===== config.mk =====
export PLATFORM = sky130hd
export DESIGN_NAME = fft_frame_packer
export DESIGN_NICKNAME = d
export VERILOG_FILES = /design/src/rtl/specan_pkg.sv /design/src/rtl/axis_hold_reg.sv /design/src/rtl/fft_frame_packer.sv
export SDC_FILE = /design/constraint.sdc
export NUM_CORES = 1
export LEC_CHECK = 0
export ABC_CLOCK_PERIOD_IN_PS = 2500
export CAP_MARGIN = 30
export CELL_PAD_IN_SITES_DETAIL_PLACEMENT = 1
export CELL_PAD_IN_SITES_GLOBAL_PLACEMENT = 2
export CORE_MARGIN = 8
export CORE_UTILIZATION = 29
export CTS_CLUSTER_DIAMETER = 200
export CTS_CLUSTER_SIZE = 30
export DETAILED_ROUTE_END_ITERATION = 8
export HOLD_SLACK_MARGIN = 0.08
export MAX_ROUTING_LAYER = met4
export PLACE_DENSITY = 0.9
export SYNTH_ARGS = -nofsm -noshare
export SYNTH_HDL_FRONTEND = slang
export SYNTH_SLANG_ARGS = --single-unit

===== constraint.sdc =====
create_clock -name clk -period 2.5 [get_ports clk]
set_input_delay 0.25 -clock clk [delete_from_list [all_inputs] [get_ports clk]]
set_output_delay 0.25 -clock clk [all_outputs]
set_load 0.03 [all_outputs]

===== src/rtl/specan_pkg.sv =====
// Shared types and helpers for the spectrum-analyser front end.
package specan_pkg;

  typedef enum logic [1:0] {
    WAIT  = 2'd0,
    FILL  = 2'd1,
    DRAIN = 2'd2
  } packer_state_t;

  // Offset-binary to two's complement: flip the MSB of a width-bit sample.
  function automatic logic [31:0] offset_to_twos(input logic [31:0] sample,
                                                 input int unsigned width);
    return sample ^ (32'd1 << (width - 1));
  endfunction

endpackage


===== src/rtl/axis_hold_reg.sv =====
// One-entry AXI-Stream output register: data/last/valid held until the sink takes them.
module axis_hold_reg #(
  parameter int W = 24
) (
  input  logic         clk,
  input  logic         rst,
  input  logic         load,
  input  logic [W-1:0] load_data,
  input  logic         load_last,
  input  logic         ready,
  output logic         valid,
  output logic [W-1:0] data,
  output logic         last,
  output logic         can_load
);

  // Loading is legal when the entry is empty or leaves this cycle; valid never looks at ready.
  assign can_load = !valid || ready;

  always_ff @(posedge clk or posedge rst) begin
    if (rst) begin
      valid <= 1'b0;
      data  <= '0;
      last  <= 1'b0;
    end else if (load) begin
      valid <= 1'b1;
      data  <= load_data;
      last  <= load_last;
    end else if (valid && ready) begin
      valid <= 1'b0;
      last  <= 1'b0;
    end
  end

endmodule


===== src/rtl/fft_frame_packer.sv =====
// Frames a free-running real sample stream into fixed-length complex AXI-Stream bursts.
module fft_frame_packer
  import specan_pkg::*;
#(
  parameter int DATA_WIDTH    = 24,
  parameter int N_FFT         = 9,
  parameter bit OFFSET_BINARY = 1'b1
) (
  input  logic                    clk,
  input  logic                    reset,
  input  logic                    enable,
  input  logic [DATA_WIDTH/2-1:0] data_in_data,
  input  logic                    data_in_valid,
  input  logic                    data_in_last,
  output logic                    data_in_ready,
  output logic [DATA_WIDTH-1:0]   data_out_data,
  output logic                    data_out_valid,
  output logic                    data_out_last,
  input  logic                    data_out_ready,
  output logic                    overflow,
  output logic [31:0]             dropped_count,
  output packer_state_t           state_dbg
);

  // Handshake rule for both streams: a beat transfers on a rising clk edge where
  // valid and ready are both high; the producer holds valid/data/last until then.

  localparam int HALF = DATA_WIDTH / 2;
  localparam logic [N_FFT-1:0] LAST_IDX = {N_FFT{1'b1}};

  packer_state_t        state, state_d;
  logic [N_FFT-1:0]     load_idx, idx_d;
  logic                 load, load_last, drop, can_load;
  logic [31:0]          conv_full;
  logic [HALF-1:0]      conv;
  logic                 unused_bits;

  // The source is never stalled; ready only drops while reset is held.
  assign data_in_ready = !reset;
  assign state_dbg     = state;

  assign conv_full = OFFSET_BINARY ? offset_to_twos(32'(data_in_data), HALF)
                                   : 32'(data_in_data);
  assign conv        = conv_full[HALF-1:0];
  assign unused_bits = data_in_last ^ (^conv_full);

  axis_hold_reg #(.W(DATA_WIDTH)) u_hold (
    .clk       (clk),
    .rst       (reset),
    .load      (load),
    .load_data ({{HALF{1'b0}}, conv}),
    .load_last (load_last),
    .ready     (data_out_ready),
    .valid     (data_out_valid),
    .data      (data_out_data),
    .last      (data_out_last),
    .can_load  (can_load)
  );

  always_ff @(posedge clk or posedge reset) begin
    if (reset) begin
      state         <= WAIT;
      load_idx      <= '0;
      overflow      <= 1'b0;
      dropped_count <= '0;
    end else begin
      state    <= state_d;
      load_idx <= idx_d;
      overflow <= drop;
      if (drop && (dropped_count != 32'hFFFF_FFFF))
        dropped_count <= dropped_count + 32'd1;
    end
  end

  always_comb begin
    state_d   = state;
    idx_d     = load_idx;
    load      = 1'b0;
    load_last = 1'b0;
    drop      = 1'b0;
    case (state)
      WAIT: begin
        // A frame may only open when the FFT is ready to take its first beat.
        if (data_in_valid && enable && data_out_ready) begin
          load    = 1'b1;
          idx_d   = N_FFT'(1);
          state_d = FILL;
        end
      end
      FILL: begin
        if (data_in_valid) begin
          if (can_load) begin
            load      = 1'b1;
            load_last = (load_idx == LAST_IDX);
            if (load_last) begin
              idx_d   = '0;
              state_d = DRAIN;
            end else begin
              idx_d = load_idx + 1'b1;
            end
          end else begin
            drop = 1'b1;
          end
        end
      end
      DRAIN: begin
        if (data_out_valid && data_out_ready && data_out_last)
          state_d = WAIT;
      end
      default: state_d = WAIT;
    endcase
  end

endmodule

==> reports/metrics.cfg <==
[floorplan]
initial_core_util=0.298
num_rows=36
ios=80
die_x_um=116
dieArea_um2=13500
core_area_um2=9730
die_h_um=116

[synthesis]
netlist_instances=283
synth_top_cell_area_share=0.501
synth-seq-cells=58
yosysTopAreaCell=dfrtp_1
synth-main-ff-cell=dfrtp_1
synthArstFlopShare=1.00
syn_area_um2=2900
ys_seq_area_frac=0.501
syn_area_per_cell_um2=10.2
netlist_top_cells_area=dfrtp_1, xnor2_1, nand2_1
yosysUniqueCellTypes=50
synth_enable_flop_cells=0
yosysWarnings=0

[worst_setup_path]
reg2regPathDepth=6
crit_chain=ha_1, and4_1, and2_1, a311oi_4, and4_1, xor2_1
r2r_end=dropped_count[25]
crit_fanout=9
cp-start-kind=flip-flop
crit_start=dropped_count[0]
setup.worst_path.end_class=flip-flop
r2r-start=dropped_count[0]
max_stage_delay_ns=0.55
crit_end=dropped_count[25]
critPathRequiredTime_ns=2.75
r2r_slack_ns=0.20
worstSetupPathType=reg -> reg
crit_path_top_delay_cell=a311oi_4
crit_top_cell=and4_1
crit_arrival_ns=2.55

[place]
dp_hpwl_um=5820
place_area_um2=3700
port_buffers=66
place_congestion=0.773

[clock_tree]
cts_sinks=58
cts_buffers=9
clk-insertion-delay-late_ns=0.33
cts_tree=done
clockBufferDepth=2
postCtsResizedCells=0
cts_setup_buffers=0
cts.clk_slew.worst_paths_ns=0.06
cts-root-buf=clkbuf_8
postCtsHoldBufs=0
htree_levels=3

[route]
post-route-drc-count=0
antenna_left=0
drtIter0Drc=99
drt-pass1-iter-count=3
vias_per_cell=4.77
wl_per_cell_um=15.7
routed-via-count=2367
totalWireLength_um=7800

[sta]
finalClockSkew_ns=0.0113
timing.final.crit_share=0.920
hold_violations=0
finalSetupViolCount=0
worst_slew_pin_slew_ns=0.747
period_needed_ns=2.30
tns_ns=0
slew_headroom=0.502
slew_viol_final=0
rsz0062_at_grt=false
fmax_ghz=0.435

[grt]
antenna_found_initial=0
grt_pass1_wl_um=13100
first_global_vias=2636
globalRouteTotalUtil=0.125
grt_start_max_net_pins=59
overflow=0

[job]
max-cap-violations=0

[finish]
drive_gt1_frac=0.105
fin_area_um2=3860
n_antenna_cell=0
fin_nets=379
synthToLayoutAreaGrowth_pct=33.1

[power]
p_per_area_nw_per_um2=670
ir_worst_vdd_mv=0.225
p_leak_nw=1.69

[worst_hold_path]
hp-class=in -> reg

[run_status]
status=finished clean

==> metal layers <==
metal / track usage / up-vias / wire [um]
met5: - / - / 0
met3: 0.0386 / 5 / 440
met1: 0.143 / 1180 / 3430
met4: 0.0233 / 0 / 38
met2: 0.212 / 60 / 3890
li1: - / 1122 / -
==> worst max-delay path, delay by kind of cell, from the launching register on <==
kind	cells	cell delay, ns
compound gates	1	0.55
flops	1	0.43
xor+xnor	1	0.16
fa+ha+maj	1	0.25
simple gates	3	0.82
==> cell usage after synthesis, types with 2 or more instances <==
master	instances
a31oi_1	2
clkbuf_1	5
xnor2_1	23
and2_1	2
nor2_1	10
nand2_1	48
nand2b_1	3
buf_4	12
ha_1	3
nand2_2	2
nand4_1	11
nor4_2	2
nand3_1	32
and4_1	5
o21ai_0	15
dfrtp_1	58
xor2_1	6
inv_1	2
and3_1	11
==> registers in the layout, indices dropped and copies added, names as in the netlist <==
signal and cells:
dropped_count 32, load_idx 9, overflow 1, state_dbg 2, u_hold.data 12, u_hold.last 1, u_hold.valid 1
==> cells in the final DEF (no fill, tap or decap), drive strengths merged, types with 12 or more instances in the layout <==
cell / synthesis / routed
dfrtp: 58 / 58
clkdlybuf4s50: 0 / 66
conb: 1 / 12
and3: 12 / 12
xnor2: 23 / 23
o21ai: 15 / 15
nand4: 13 / 13
nand3: 33 / 33
nand2: 50 / 50
clkbuf: 5 / 13
==> where the power goes <==
part	total, mW	switching [mW]	leakage [nW]	internal, mW
sequential	1.16	0.108	0.763	1.06
clock	0.738	0.356	0.0872	0.383
combinational	0.683	0.412	0.843	0.271
total	2.59	0.875	1.69	1.71
==> per-stage QoR <==
step,utilization,power [mW],instances,setup WS (ns),hold slack (ns)
floorplan,-,1.59,294,0.372,0.355
global placement,0.380,1.85,480,0.236,0.459
detailed placement,0.380,1.88,480,0.172,0.462
CTS,0.397,2.62,496,0.190,0.433
global route,0.397,2.73,496,0.0666,0.456
finish,0.397,2.59,496,0.201,0.450
==> how the worst min path moves through the flow <==
stage	start	end	depth (start not counted)
final	data_in_data[1]	u_hold.data[1]	3
after global routing	data_in_data[8]	u_hold.data[8]	3
after CTS	data_in_data[6]	u_hold.data[6]	3
after detailed placement	u_hold.data[8]	u_hold.data[8]	2
after global placement	u_hold.data[4]	u_hold.data[4]	2
after floorplan	data_in_data[0]	u_hold.data[0]	2
==> area by class of cell <==
cell class / instances / area [um^2]
clock inverters: 3 / 15.0
fillers: 1121 / 5870
repair buffers: 71 / 698
well taps: 133 / 166
multi-input cells: 215 / 1370
flip-flops and latches: 58 / 1450
inverters: 3 / 11.3
clock buffers: 13 / 149
==> cell families (layout without fill, tap and decap cells) <==
kind of cell | count (synthesis) | after routing | share of synthesized area
xor gates and xnor gates | 29 | 29 | 0.0876
muxes | 2 | 2 | 0.00734
buffers and inverters | 21 | 90 | 0.0432
AOI/OAI and AO/OA | 27 | 27 | 0.0695
DFF | 58 | 58 | 0.501
adders and majority gates | 3 | 3 | 0.0129
other | 1 | 12 | 0.00129
and+or+nand+nor | 142 | 142 | 0.278
Note: power is estimated with default switching activity, not from simulation.
